==> src/rtl/comp_pipe_if.sv <==
// Operand/result handshake bundle for comp_pipe, plus the counter clear and readback.
interface comp_pipe_if #(
  parameter int WIDTH = 8,
  parameter int CNT_W = 16
);
  logic             in_valid;
  logic             in_ready;
  logic [WIDTH-1:0] a;
  logic [WIDTH-1:0] b;
  logic             signed_mode;
  logic             out_valid;
  logic             out_ready;
  logic             y_lt;
  logic             y_eq;
  logic             y_gt;
  logic             clr_cnt;
  logic [CNT_W-1:0] cnt_lt;
  logic [CNT_W-1:0] cnt_eq;
  logic [CNT_W-1:0] cnt_gt;

  // Comparator side
  modport slave (
    input  in_valid, a, b, signed_mode, out_ready, clr_cnt,
    output in_ready, out_valid, y_lt, y_eq, y_gt, cnt_lt, cnt_eq, cnt_gt
  );

  // Source/consumer side
  modport master (
    output in_valid, a, b, signed_mode, out_ready, clr_cnt,
    input  in_ready, out_valid, y_lt, y_eq, y_gt, cnt_lt, cnt_eq, cnt_gt
  );
endinterface

==> src/rtl/comp_pipe.sv <==
// Two-stage pipelined magnitude comparator (unsigned or signed per transaction)
// with valid/ready flow control and saturating per-outcome delivery counters.
module comp_pipe #(
  parameter int WIDTH = 8,
  parameter int CNT_W = 16
) (
  input  logic     clk,
  input  logic     rst,
  comp_pipe_if.slave bus
);

  localparam logic [CNT_W-1:0] CNT_ONE = {{(CNT_W-1){1'b0}}, 1'b1};
  localparam logic [CNT_W-1:0] CNT_MAX = '1;

  logic             r_s1_valid;
  logic [WIDTH-1:0] r_a;
  logic [WIDTH-1:0] r_b;
  logic             r_mode;
  logic             r_s2_valid;
  logic             r_lt;
  logic             r_eq;
  logic             r_gt;
  logic [CNT_W-1:0] r_cnt_lt;
  logic [CNT_W-1:0] r_cnt_eq;
  logic [CNT_W-1:0] r_cnt_gt;

  logic             w_s2_adv;
  logic             w_s1_adv;
  logic             w_out_xfer;
  logic [WIDTH-1:0] w_a_key;
  logic [WIDTH-1:0] w_b_key;

  assign w_s2_adv = !r_s2_valid || bus.out_ready;
  assign w_s1_adv = !r_s1_valid || w_s2_adv;

  // Handshake outputs are forced low during reset so nothing is accepted or
  // delivered (and no counter moves) in a reset cycle.
  assign bus.in_ready  = w_s1_adv && !rst;
  assign bus.out_valid = r_s2_valid && !rst;
  assign w_out_xfer    = bus.out_valid && bus.out_ready;

  // Flipping the MSB maps two's-complement order onto unsigned order.
  assign w_a_key = r_a ^ {r_mode, {(WIDTH-1){1'b0}}};
  assign w_b_key = r_b ^ {r_mode, {(WIDTH-1){1'b0}}};

  // Stage 1: capture operands and mode on an input transfer; hold when stalled.
  always_ff @(posedge clk) begin
    if (rst) begin
      r_s1_valid <= 1'b0;
    end else if (w_s1_adv) begin
      r_s1_valid <= bus.in_valid;
      if (bus.in_valid) begin
        r_a    <= bus.a;
        r_b    <= bus.b;
        r_mode <= bus.signed_mode;
      end
    end
  end

  // Stage 2: register one-hot flags; a bubble only clears valid, flags keep last value.
  always_ff @(posedge clk) begin
    if (rst) begin
      r_s2_valid <= 1'b0;
      r_lt       <= 1'b0;
      r_eq       <= 1'b0;
      r_gt       <= 1'b0;
    end else if (w_s2_adv) begin
      r_s2_valid <= r_s1_valid;
      if (r_s1_valid) begin
        r_lt <= (w_a_key <  w_b_key);
        r_eq <= (w_a_key == w_b_key);
        r_gt <= (w_a_key >  w_b_key);
      end
    end
  end

  // Outcome counters: bump on delivered results, saturate, clear has priority.
  always_ff @(posedge clk) begin
    if (rst || bus.clr_cnt) begin
      r_cnt_lt <= '0;
      r_cnt_eq <= '0;
      r_cnt_gt <= '0;
    end else if (w_out_xfer) begin
      if (r_lt && r_cnt_lt != CNT_MAX) r_cnt_lt <= r_cnt_lt + CNT_ONE;
      if (r_eq && r_cnt_eq != CNT_MAX) r_cnt_eq <= r_cnt_eq + CNT_ONE;
      if (r_gt && r_cnt_gt != CNT_MAX) r_cnt_gt <= r_cnt_gt + CNT_ONE;
    end
  end

  assign bus.y_lt   = r_lt;
  assign bus.y_eq   = r_eq;
  assign bus.y_gt   = r_gt;
  assign bus.cnt_lt = r_cnt_lt;
  assign bus.cnt_eq = r_cnt_eq;
  assign bus.cnt_gt = r_cnt_gt;

endmodule

==> src/flat_wrapper.sv <==
// flat-port wrapper written by rule: the top's interface ports become plain ports
module comp_pipe_flat 
#(
  parameter int WIDTH = 8,
  parameter int CNT_W = 16
)
  (clk, rst, bus_in_valid, bus_a, bus_b, bus_signed_mode, bus_out_ready, bus_clr_cnt, bus_in_ready, bus_out_valid, bus_y_lt, bus_y_eq, bus_y_gt, bus_cnt_lt, bus_cnt_eq, bus_cnt_gt);
  comp_pipe_if #(.WIDTH(WIDTH), .CNT_W(CNT_W)) bus_i ();
  input  logic clk;
  input  logic rst;
  input wire logic [$bits(bus_i.in_valid)-1:0] bus_in_valid;
  input wire logic [$bits(bus_i.a)-1:0] bus_a;
  input wire logic [$bits(bus_i.b)-1:0] bus_b;
  input wire logic [$bits(bus_i.signed_mode)-1:0] bus_signed_mode;
  input wire logic [$bits(bus_i.out_ready)-1:0] bus_out_ready;
  input wire logic [$bits(bus_i.clr_cnt)-1:0] bus_clr_cnt;
  output wire logic [$bits(bus_i.in_ready)-1:0] bus_in_ready;
  output wire logic [$bits(bus_i.out_valid)-1:0] bus_out_valid;
  output wire logic [$bits(bus_i.y_lt)-1:0] bus_y_lt;
  output wire logic [$bits(bus_i.y_eq)-1:0] bus_y_eq;
  output wire logic [$bits(bus_i.y_gt)-1:0] bus_y_gt;
  output wire logic [$bits(bus_i.cnt_lt)-1:0] bus_cnt_lt;
  output wire logic [$bits(bus_i.cnt_eq)-1:0] bus_cnt_eq;
  output wire logic [$bits(bus_i.cnt_gt)-1:0] bus_cnt_gt;
  assign bus_i.in_valid = bus_in_valid;
  assign bus_i.a = bus_a;
  assign bus_i.b = bus_b;
  assign bus_i.signed_mode = bus_signed_mode;
  assign bus_i.out_ready = bus_out_ready;
  assign bus_i.clr_cnt = bus_clr_cnt;
  assign bus_in_ready = bus_i.in_ready;
  assign bus_out_valid = bus_i.out_valid;
  assign bus_y_lt = bus_i.y_lt;
  assign bus_y_eq = bus_i.y_eq;
  assign bus_y_gt = bus_i.y_gt;
  assign bus_cnt_lt = bus_i.cnt_lt;
  assign bus_cnt_eq = bus_i.cnt_eq;
  assign bus_cnt_gt = bus_i.cnt_gt;
  comp_pipe #(.WIDTH(WIDTH), .CNT_W(CNT_W)) u_core (.clk(clk), .rst(rst), .bus(bus_i));
endmodule
==> config.mk <==
export PLATFORM = sky130hd
export DESIGN_NAME = comp_pipe_flat
export DESIGN_NICKNAME = d
export VERILOG_FILES = /design/src/rtl/comp_pipe_if.sv /design/src/rtl/comp_pipe.sv /design/src/flat_wrapper.sv
export SDC_FILE = /design/constraint.sdc
export NUM_CORES = 1
export LEC_CHECK = 0
export ABC_AREA = 1
export CORE_MARGIN = 1
export CORE_UTILIZATION = 39
export DETAILED_ROUTE_END_ITERATION = 8
export GPL_TIMING_DRIVEN = 0
export HOLD_SLACK_MARGIN = 0.12
export SYNTH_ARGS = -nofsm -noshare
export SYNTH_HDL_FRONTEND = slang
export SYNTH_SLANG_ARGS = --single-unit
==> constraint.sdc <==
create_clock -name clk -period 1.7 [get_ports clk]
set_input_delay 0.17 -clock clk [delete_from_list [all_inputs] [get_ports clk]]
set_output_delay 0.17 -clock clk [all_outputs]
set_load 0.01 [all_outputs]
# Word-level counts from Yosys, hierarchy flattened
# Cells that the tools add are included.
dict set report totals {
  latchBits 0
  rom_bits 0
  word_cells 40
  out_inout_bits 53
  mem_bits_rw 0
  in_bits 22
  register_bits 70
  mem_count 0
}
dict set report op_classes {
  n_reduce_logical 17
  n_div 0
  add_sub_neg 3
  mul 0
  n_shift 0
  bitwise 3
  order_cmp 2
  n_eq_ne 4
  muxes 0
}
# op count
set op_table {}
lappend op_table {{adder 16 x 1 -> 16 bit (second input constant)} 3}
lappend op_table {{inequality test 16 bit (second input constant)} 3}
lappend op_table {{XOR 8 bit} 2}
lappend op_table {{equality test 8 bit} 1}
lappend op_table {{> comparator 8 bit} 1}
lappend op_table {{< comparator 8 bit} 1}
lappend op_table {{AND reduction 2 bit} 4}
lappend op_table {{logical AND 1 bit} 6}
lappend op_table {{logical NOT 1 bit} 3}
lappend op_table {{logical OR 1 bit} 3}
lappend op_table {{AND reduction 3 bit} 1}
lappend op_table {{NOT 1 bit} 1}

# Logic depth before layout (Yosys ltp)
# Gate-level depths: netlist of the first run.
dict set report depth {
  word_depth 4
  depth_mapped 11
}

# Least setup slack after synthesis of the first run
# No wires, ideal clock.
dict set report synth_timing {
  path_kind {flip-flop to flip-flop}
  start {register u_core.r_cnt_eq[0], in the netlist u_core.bus.cnt_eq[0]}
  end {register u_core.r_cnt_eq[11], in the netlist u_core.bus.cnt_eq[11]}
  path_buffers 1
  t_required_ns 1.587
  arrival_time_ns 1.447
  path_slack_ns 0.140
  path_stages_with_launch 10
  setup_ns 0.113
  cell_sequence {dfxtp_1 ha_1 nand3_2 nor2_4 nand3_4 nand2_2 inv_2 buf_6 o21ai_1 nor2_1}
}
dict set report synth_between {
  elab_chain_len 3
  elab_cells_between_ends 4
  cone_classes {add/sub (1); eq/ne (1); reduce/logical (2)}
}
# item line
set synth_lines {}
lappend synth_lines {{start, declared} comp_pipe.sv:24} ;# logic [CNT_W-1:0] r_cnt_eq;
lappend synth_lines {{start signal, assigned} comp_pipe.sv:85} ;# if (r_eq && r_cnt_eq != CNT_MAX) r_cnt_eq <= r_cnt_eq + CNT_ONE;
lappend synth_lines {{parallel branches: the longest is 3 deep, another holds adder 16 x 1 -> 16 bit} --}
# Several ways; the timed one is not identified.
# A chain may end at the register's enable or synchronous reset.

# Worst setup path in the final report of the first run
dict set report layout_timing {
  start {register u_core.r_s2_valid}
  end {output port bus_out_valid}
}
dict set report layout_between {
  elab_chain_len 1
}
# item line
set layout_lines {}
lappend layout_lines {{start, declared} comp_pipe.sv:19} ;# logic r_s2_valid;
lappend layout_lines {{start signal, assigned} comp_pipe.sv:68} ;# r_s2_valid <= r_s1_valid;
lappend layout_lines {{logical AND 1 bit} comp_pipe.sv:39} ;# assign bus.out_valid = r_s2_valid && !rst;
lappend layout_lines {{end, declared} flat_wrapper.sv:18} ;# output wire logic [$bits(bus_i.out_valid)-1:0] bus_out_valid;
# Every way passes these cells.

==> results of run 1 <==
per-layer routing:
metal	share of wire	wire length [µm]	up-vias	track usage
met2	0.45	3960	85	0.290
met1	0.49	4320	1621	0.246
met3	0.044	385	13	0.0390
li1	-	-	1963	-
met4	0.013	113	0	0.0560
met5	0	0	-	0
sequential cells by signal, summed over array words and instances (netlist names):
name               count
u_core.bus.cnt_eq     16
u_core.bus.cnt_gt     16
u_core.bus.cnt_lt     16
u_core.bus.y_eq        1
u_core.bus.y_gt        1
u_core.bus.y_lt        1
u_core.r_a             8
u_core.r_b             8
u_core.r_mode          1
u_core.r_s1_valid      1
u_core.r_s2_valid      1
final cells by class:
type	instances	area, µm²	share of cell area
sequential	70	1590	0.307
multi-input combinational	407	1970	0.382
tap	133	166	0.0323
inverter	84	317	0.0614
buffer	10	91.3	0.0177
clock inverter	7	98.8	0.0192
timing repair buffer	82	805	0.156
clock buffer	9	124	0.0240
how the worst max path moves through the flow:
stage,startpoint,to,slack [ns],cells past startpoint
after floorplan,u_core.bus.cnt_eq[0],u_core.bus.cnt_eq[11],0.14,9
after global placement,rst,u_core.r_a[1],-0.23,6
after detailed placement,rst,u_core.r_a[0],-0.26,6
after CTS,rst,bus_in_ready,0.006,5
after global routing,u_core.bus.cnt_gt[0],u_core.bus.cnt_gt[6],0.004,11
final,u_core.r_s2_valid,bus_out_valid,0.09,3
power groups by stage:
stage                     logic, µW  clock network, µW  registers (µW)
final                           228               1520            1750
after global routing            257               1630            1750
after CTS                       232               1560            1750
after detailed placement        227                  0            1790
after global placement          223                  0            1790
after floorplan                 120                  0            1780
stage by stage:
step	instance area, µm²	setup TNS, ns
2_1_floorplan	3900	0
3_3_place_gp	4800	-7.52
3_5_place_dp	4800	-8.82
4_1_cts	5050	0
5_1_grt	5160	0
6_report	5160	0
what timing repair did:
item / 4_1_cts / 5_1_grt
gates resized for setup: 5 / 20
pin swaps: 0 / 2
endpoints found under the setup margin: 12 / 45
buffers inserted: 2 / 6
cells in the final DEF, fill, tap and decap left out, drive strengths merged:
| cell | instances |
|---|---|
| nand4 | 8 |
| nor3 | 10 |
| dfxtp | 53 |
| a21o | 1 |
| dlymetal6s2s | 2 |
| clkbuf | 10 |
| clkinv | 6 |
| buf | 17 |
| clkdlybuf4s50 | 71 |
| ha | 11 |
| a21oi | 29 |
| o21ai | 9 |
| or2 | 2 |
| nand3b | 2 |
| nor3b | 1 |
| nand2 | 170 |
| xor2 | 7 |
| dlygate4sd2 | 1 |
| edfxtp | 17 |
| and3 | 1 |
| bufinv | 2 |
| xnor2 | 2 |
| inv | 82 |
| nor2 | 110 |
| clkinvlp | 1 |
| nand3 | 44 |
worst max-delay path, stage by stage (launching register included):
cell	delay [ns]
dfxtp_2	0.39
nand2_1	0.07
inv_1	0.09
clkdlybuf4s50_1	0.54
logic make-up after synthesis:
family	synth area share
buf+inv	0.105
fa+ha+maj	0.0353
simple gates	0.386
xor+xnor	0.0202
compound gates	0.0507
flops	0.403
==> results.md, run 1 <==
- Status: completed
- CTS H-tree depth: 3
- Hold depth: 2
- Drt via density: 4.59
- Gpl congestion: 0.839
- CTS tree: done
- WL/cell: 11.0 µm
- Port-buffer cells: 74
- First-pass GRT wire length: 14,900 µm
- P&R area growth vs syn: 32.3%
- Tmin final: 1.61 ns
- Largest net degree at the start of global routing: 18
- FMAX: 619 MHz
- Number of synthesized flops with an enable pin: 17
- Number of buffers added to fix hold violations after cts: 0
- Arr. time, crit path: 1.44 ns
- Post-synth top area cell: dfxtp_1
- Synthesized area: 3900 µm²
- Library cells used by synthesis: 32
- DR DRC count: 0
- LEAKAGE: 0.00205 µW
- Final hold vios: 0
- Avg Inst Size Synth: 6.82 µm²
- Die ar.: 10,400 µm²
- TritonCTS Buffers: 9
- Clk buf depth: 2
- Hpwl dp: 6480 µm
- Slew margin rel.: 0.587
- Flop-to-flop setup slack: 0.15 ns
- Die width: 102 µm
- Worst Hold Endpoint: u_core.r_s2_valid
- Initial DRC Count: 81
- Maximum fanout along the worst path: 5
- Root Driver: clkbuf_8
- Antenna violations before repair: 0
- Clock slew at reported path FFs: 0.08 ns
- WP data required: 1.53 ns
- Worst r2r path cells: 9
- CTS Sinks: 70
- Seq/Total Area, Yosys: 0.403
- Seq pwr share: 0.499
- Cell with the most instances after synthesis: nand2_1
- Site Rows: 36
- Top FF cell, synth: dfxtp_1
- Synth warn: 0
- Int Pwr: 2670 µW
- Initial Util: 0.400
- MaxCap Viol Count: 0
- Pre-CTS setup slack: -0.262 ns
- Final #Nets: 697
- Slack of the critical path: 0.0858 ns
- Ranking of synthesized cells by area: dfxtp_1 27%, nand2_1 16%, edfxtp_1 13%, nor2_1 9.6%, inv_1 7.6%
- Post-synth top cells: 168 x nand2_1, 100 x nor2_1, 79 x inv_1, 53 x dfxtp_1, 39 x nand3_1
- CP startpoint kind: flop
- WHS: 0.159 ns
- Drt pass-1 iters: 4
- Core ar.: 9730 µm²
- Cell Pwr Density: 678 nW/µm²
- Syn nets: 604
- Vias: 3,682
- Sw Share: 0.237
- Endpoint class of the critical path: output port
- Tcrit/Tclk final: 0.950
- Min-delay src: rst
- WL final: 8780 µm
- Clock Latency Late Sink: 0.35 ns
- NetSw: 830 µW
- Final setup viols: 0
- Slew @ Worst Pin: 0.619 ns
- Number of fill cells in the layout: 968
- Synth Register Bits: 70
- Utilization after layout: 0.530
- Setup CP Type: reg -> out
- Synth Instances: 571
- DRT antenna net count: 0
- Post-route insts no fill: 802
- Number of global-route vias before repair: 3,264
- Slew Limit Fails: 0
- RSZ-0062 raised after global routing: false
- Chip height: 102 µm
- Maximum vdd ir drop: 0.000405 V
- HP Class: in -> reg
- Tot Pwr: 3500 µW
- Comb pwr share: 0.065
- Ys async rst share: 0
- Reg2reg start: u_core.bus.cnt_gt[0]
- Layout Skew: 0.00937 ns
- Global route overflow: 0
- Tot GR Track Use: 0.182
- Io pins: 75
- # diodes: 0
- RR Endpoint: u_core.bus.cnt_gt[13]
- Share of post-route cells with drive strength above 1: 0.106
- Placed Cells: 778
- Synth top area share: 0.272
- Clock power frac: 0.436
Power figures use the tool's default switching activity.
==> inputs of run 2 (changes only) <==
- MAX_ROUTING_LAYER: not set -> met4
- SLEW_MARGIN: not set -> 25
==> run 2 against run 1 <==
Utilization is the same. Global-route usage grew 0.58 points. Sequential power is essentially flat. Via count shrank 0.16%. Critical path type unchanged. Largest cell class unchanged. Highest routed layer unchanged.
==> results.md, run 2 (synthesis results as in run 1) <==
- Status: completed
- Tcrit/Tclk final: 0.950
- HP Class: in -> reg
- CTS tree: done
- RSZ-0062 raised after global routing: false
- Reg2reg start: u_core.bus.cnt_eq[0]
- Worst r2r path cells: 9
- Die width: 102 µm
- Endpoint class of the critical path: output port
- Hold depth: 2
- Final setup viols: 0
- Io pins: 75
- Post-DP Area: 4800 µm²
- Utilization after layout: 0.530
- Core ar.: 9730 µm²
- WHS: 0.160 ns
- Slew @ Worst Pin: 0.619 ns
- Min-delay src: rst
- TritonCTS Buffers: 9
- Number of buffers added to fix hold violations after cts: 0
- Finished Cell Area: 5160 µm²
- Gpl congestion: 0.852
- Cell Pwr Density: 678 nW/µm²
- RR Endpoint: u_core.bus.cnt_eq[11]
- Final #Nets: 697
- CTS H-tree depth: 3
- Clk buf depth: 2
- FMAX: 619 MHz
- Drt via density: 4.58
- DRT antenna net count: 0
- Slack of the critical path: 0.0854 ns
- First-pass GRT wire length: 14,900 µm
- Flop-to-flop setup slack: 0.15 ns
- Chip height: 102 µm
- Port-buffer cells: 74
- Hpwl dp: 6480 µm
- Met3 wire length: 383 µm
- Site Rows: 36
- Largest net degree at the start of global routing: 18
- M1 WL: 4330 µm
- Initial DRC Count: 83
- Vias: 3,676
- Top Metal Used: met4
- Setup CP Type: reg -> out
- P&R area growth vs syn: 32.3%
- Clock Latency Late Sink: 0.35 ns
- Maximum fanout along the worst path: 5
- Layout Skew: 0.00937 ns
- Drt pass-1 iters: 4
- Root Driver: clkbuf_8
- Share of post-route cells with drive strength above 1: 0.106
- Tot GR Track Use: 0.187
- Routed wl met2: 3970 µm
- Initial Util: 0.400
- Slew margin rel.: 0.587
- Die ar.: 10,400 µm²
- Worst Hold Endpoint: u_core.r_s2_valid
- Arr. time, crit path: 1.44 ns
- Maximum vdd ir drop: 0.000405 V
- CP startpoint kind: flop
- Commonest non-fill, non-tap cells in the layout: 166 x nand2_1, 97 x nor2_1, 79 x inv_1, 71 x clkdlybuf4s50_1, 46 x dfxtp_1
- WL final: 8780 µm
- Setup crit start: u_core.r_s2_valid
- LEAKAGE: 0.00205 µW
- CTS Sinks: 70
- # diodes: 0
- Commonest non-fill, non-tap cell in the layout: nand2_1
- WP data required: 1.53 ns
- Setup TNS: 0 ns
- Antenna violations before repair: 0
- DR DRC count: 0
- MaxCap Viol Count: 0
- Number of global-route vias before repair: 3,259
- Global route overflow: 0
- Tmin final: 1.61 ns
- Clock slew at reported path FFs: 0.08 ns
- Pre-CTS setup slack: -0.262 ns
- Slew Limit Fails: 0
- WL/cell: 10.9 µm
- Final hold vios: 0
## run 2: cell counts in the layout (fill, tap and decap cells not counted)
Identical to the previous run, type by type.
## run 2: worst max-delay path by stage
stage	end	slack, ns	depth (start not counted)
2_1_floorplan	u_core.bus.cnt_eq[11]	0.14	9
3_3_place_gp	u_core.r_a[1]	-0.23	6
3_5_place_dp	u_core.r_a[0]	-0.26	6
4_1_cts	bus_in_ready	0.006	5
5_1_grt	u_core.bus.cnt_gt[6]	0.004	11
6_report	bus_out_valid	0.09	3
## run 2: power by group
| group | internal [µW] | switching (µW) |
|---|---|---|
| registers | 1730 | 17.8 |
| clock network | 831 | 693 |
| logic | 110 | 118 |
| total | 2670 | 829 |
## run 2: routing by layer
metal / up-vias / GRT usage
met5: - / -
met4: 0 / 0.0560
met3: 11 / 0.0390
met2: 85 / 0.289
met1: 1617 / 0.247
li1: 1963 / -
## run 2: cell type report
cell class / instances / area (µm²)
Multi-Input combinational cell: 407 / 1970
Sequential cell: 70 / 1590
Clock buffer: 9 / 124
Tap cell: 133 / 166
Timing Repair Buffer: 82 / 805
Inverter: 84 / 317
Clock inverter: 7 / 98.8
Fill cell: 968 / 4570
Buffer: 10 / 91.3
## run 2: stage by stage
step	instances	power, µW
final	802	3500
after global routing	802	3640
after CTS	796	3540
after detailed placement	778	2010
after global placement	778	2010
after floorplan	571	1910
## run 2: timing repair
item / CTS / global route
gates resized for setup: 5 / 20
endpoints found under the setup margin: 12 / 45
pin swaps: 0 / 2
buffers inserted: 2 / 6
## run 2: worst max-delay path, stage by stage, from the launching register on
cell and delay, ns:
dfxtp_2 0.39, nand2_1 0.07, inv_1 0.10, clkdlybuf4s50_1 0.54
==> inputs of run 3 (changes only) <==
- clock period: 1.7 -> 1.6 ns (I/O delays scaled with it)
==> run 3 against run 2 <==
Clock power rose by 7%. Largest cell class unchanged. Die area did not move. Non-clock buffer count rose by 5. Critical path type unchanged.
==> results.md, run 3 (synthesis results as in run 1) <==
- Status: completed
- Tcrit/Tclk final: 0.964
- Commonest non-fill, non-tap cells in the layout: 162 x nand2_1, 95 x nor2_1, 77 x inv_1, 70 x clkdlybuf4s50_1, 39 x nand3_1
- Clk buf depth: 2
- Tot GR Track Use: 0.189
- Drt pass-1 iters: 4
- Commonest non-fill, non-tap cell in the layout: nand2_1
- DR DRC count: 0
- Flop-to-flop setup slack: 0.09 ns
- Vias: 3,707
- Chip height: 102 µm
- WP data required: 1.44 ns
- TritonCTS Buffers: 9
- Number of buffers added to fix hold violations after cts: 0
- Final setup viols: 0
- Cell Pwr Density: 705 nW/µm²
- RSZ-0062 raised after global routing: true
- Slack of the critical path: 0.0582 ns
- Die ar.: 10,400 µm²
- Initial Util: 0.400
- Slew Limit Fails: 0
- CP startpoint kind: flop
- Crit path to: bus_cnt_eq[6]
- Crit path max-delay cell type: clkdlybuf4s50_1
- RR Endpoint: u_core.bus.y_gt
- Hpwl dp: 6480 µm
- Die width: 102 µm
- CP bufs+invs: 1
- WHS: 0.251 ns
- Cell family with most CP delay: buffers and inverters
- Post-DP Area: 4800 µm²
- Reg2reg start: u_core.r_mode
- Setup crit start: u_core.bus.cnt_eq[6]
- First-pass GRT wire length: 15,000 µm
- Root Driver: clkbuf_8
- Share of post-route cells with drive strength above 1: 0.145
- Worst-path cell chain: clkdlybuf4s50_1
- Finished Cell Area: 5280 µm²
- Maximum fanout along the worst path: 6
- WL final: 8960 µm
- Drt via density: 4.59
- Slew @ Worst Pin: 0.619 ns
- Initial DRC Count: 79
- DRT antenna net count: 0
- Port-buffer cells: 74
- Slowest stage delay, CP: 0.59 ns
- HP Class: in -> reg
- Endpoint class of the critical path: output port
- Worst r2r path cells: 6
- Slew margin rel.: 0.587
- Clock slew at reported path FFs: 0.08 ns
- FMAX: 649 MHz
- Maximum vdd ir drop: 0.000432 V
- Clock Latency Late Sink: 0.35 ns
- LEAKAGE: 0.00211 µW
- Final #Nets: 702
- Final hold vios: 0
- Tmin final: 1.54 ns
- Gpl congestion: 0.852
- Site Rows: 36
- CTS H-tree depth: 3
- CTS tree: done
- Tot Pwr: 3720 µW
- WL/cell: 11.1 µm
- Setup CP Type: reg -> out
- Stages on worst setup path: 1
- P&R area growth vs syn: 35.5%
- Antenna violations before repair: 0
- Arr. time, crit path: 1.38 ns
- Largest net degree at the start of global routing: 18
- Io pins: 75
- Number of global-route vias before repair: 3,278
- Global route overflow: 0
- # diodes: 0
- Setup TNS: 0 ns
- Pre-CTS setup slack: -0.352 ns
- MaxCap Viol Count: 0
- Layout Skew: 0.0104 ns
- CTS Sinks: 70
- Core ar.: 9730 µm²
==> run 3: changes by cell type in the layout (fill, tap and decap cells not counted), sizes merged <==
cell | previous run | this run
buf | 17 | 22
dlymetal6s2s | 2 | 1
dlygate4sd2 | 1 | 3
clkdlybuf4s50 | 71 | 70
==> run 3: how the worst min path moves through the flow <==
stage                                  from                 to  slack, ns  depth (start not counted)
after floorplan                         rst    u_core.bus.y_lt       0.23                          1
after global placement    u_core.r_s1_valid  u_core.r_s1_valid       0.49                          2
after detailed placement  u_core.r_s1_valid  u_core.r_s1_valid       0.51                          2
after CTS                               rst  u_core.r_s2_valid       0.23                          2
after global routing                    rst    u_core.bus.y_lt       0.27                          2
final                                   rst  u_core.r_s2_valid       0.25                          2
==> run 3: final cells by class <==
cell class / count / area [µm²]
Multi-Input combinational cell: 407 / 2040
Clock buffer: 9 / 124
Buffer: 10 / 95.1
Timing Repair Buffer: 87 / 837
Fill cell: 960 / 4450
Clock inverter: 7 / 98.8
Inverter: 84 / 317
Sequential cell: 70 / 1610
Tap cell: 133 / 166
==> run 3: where the power goes <==
part	switching (µW)	total, µW	internal, µW
combinational	130	251	121
clock	738	1620	883
sequential	19.1	1850	1830
==> run 3: timing repair <==
item	in CTS	in global routing
endpoints found under the setup margin	44	47
pin swaps	2	7
resized for setup	16	42
setup buffers	4	9
==> run 3: through the flow <==
step,cells,util
2_1_floorplan,571,-
3_3_place_gp,778,0.494
3_5_place_dp,778,0.494
4_1_cts,798,0.522
5_1_grt,807,0.543
6_report,807,0.543
==> run 3: metal layers <==
metal  vias to the layer above  routed length [µm]  global-route usage
met2                        73                4050               0.292
met5                         -                   0                   -
met3                         8                 390              0.0390
met4                         0                  91              0.0560
li1                       1976                   -                   -
met1                      1650                4430               0.249
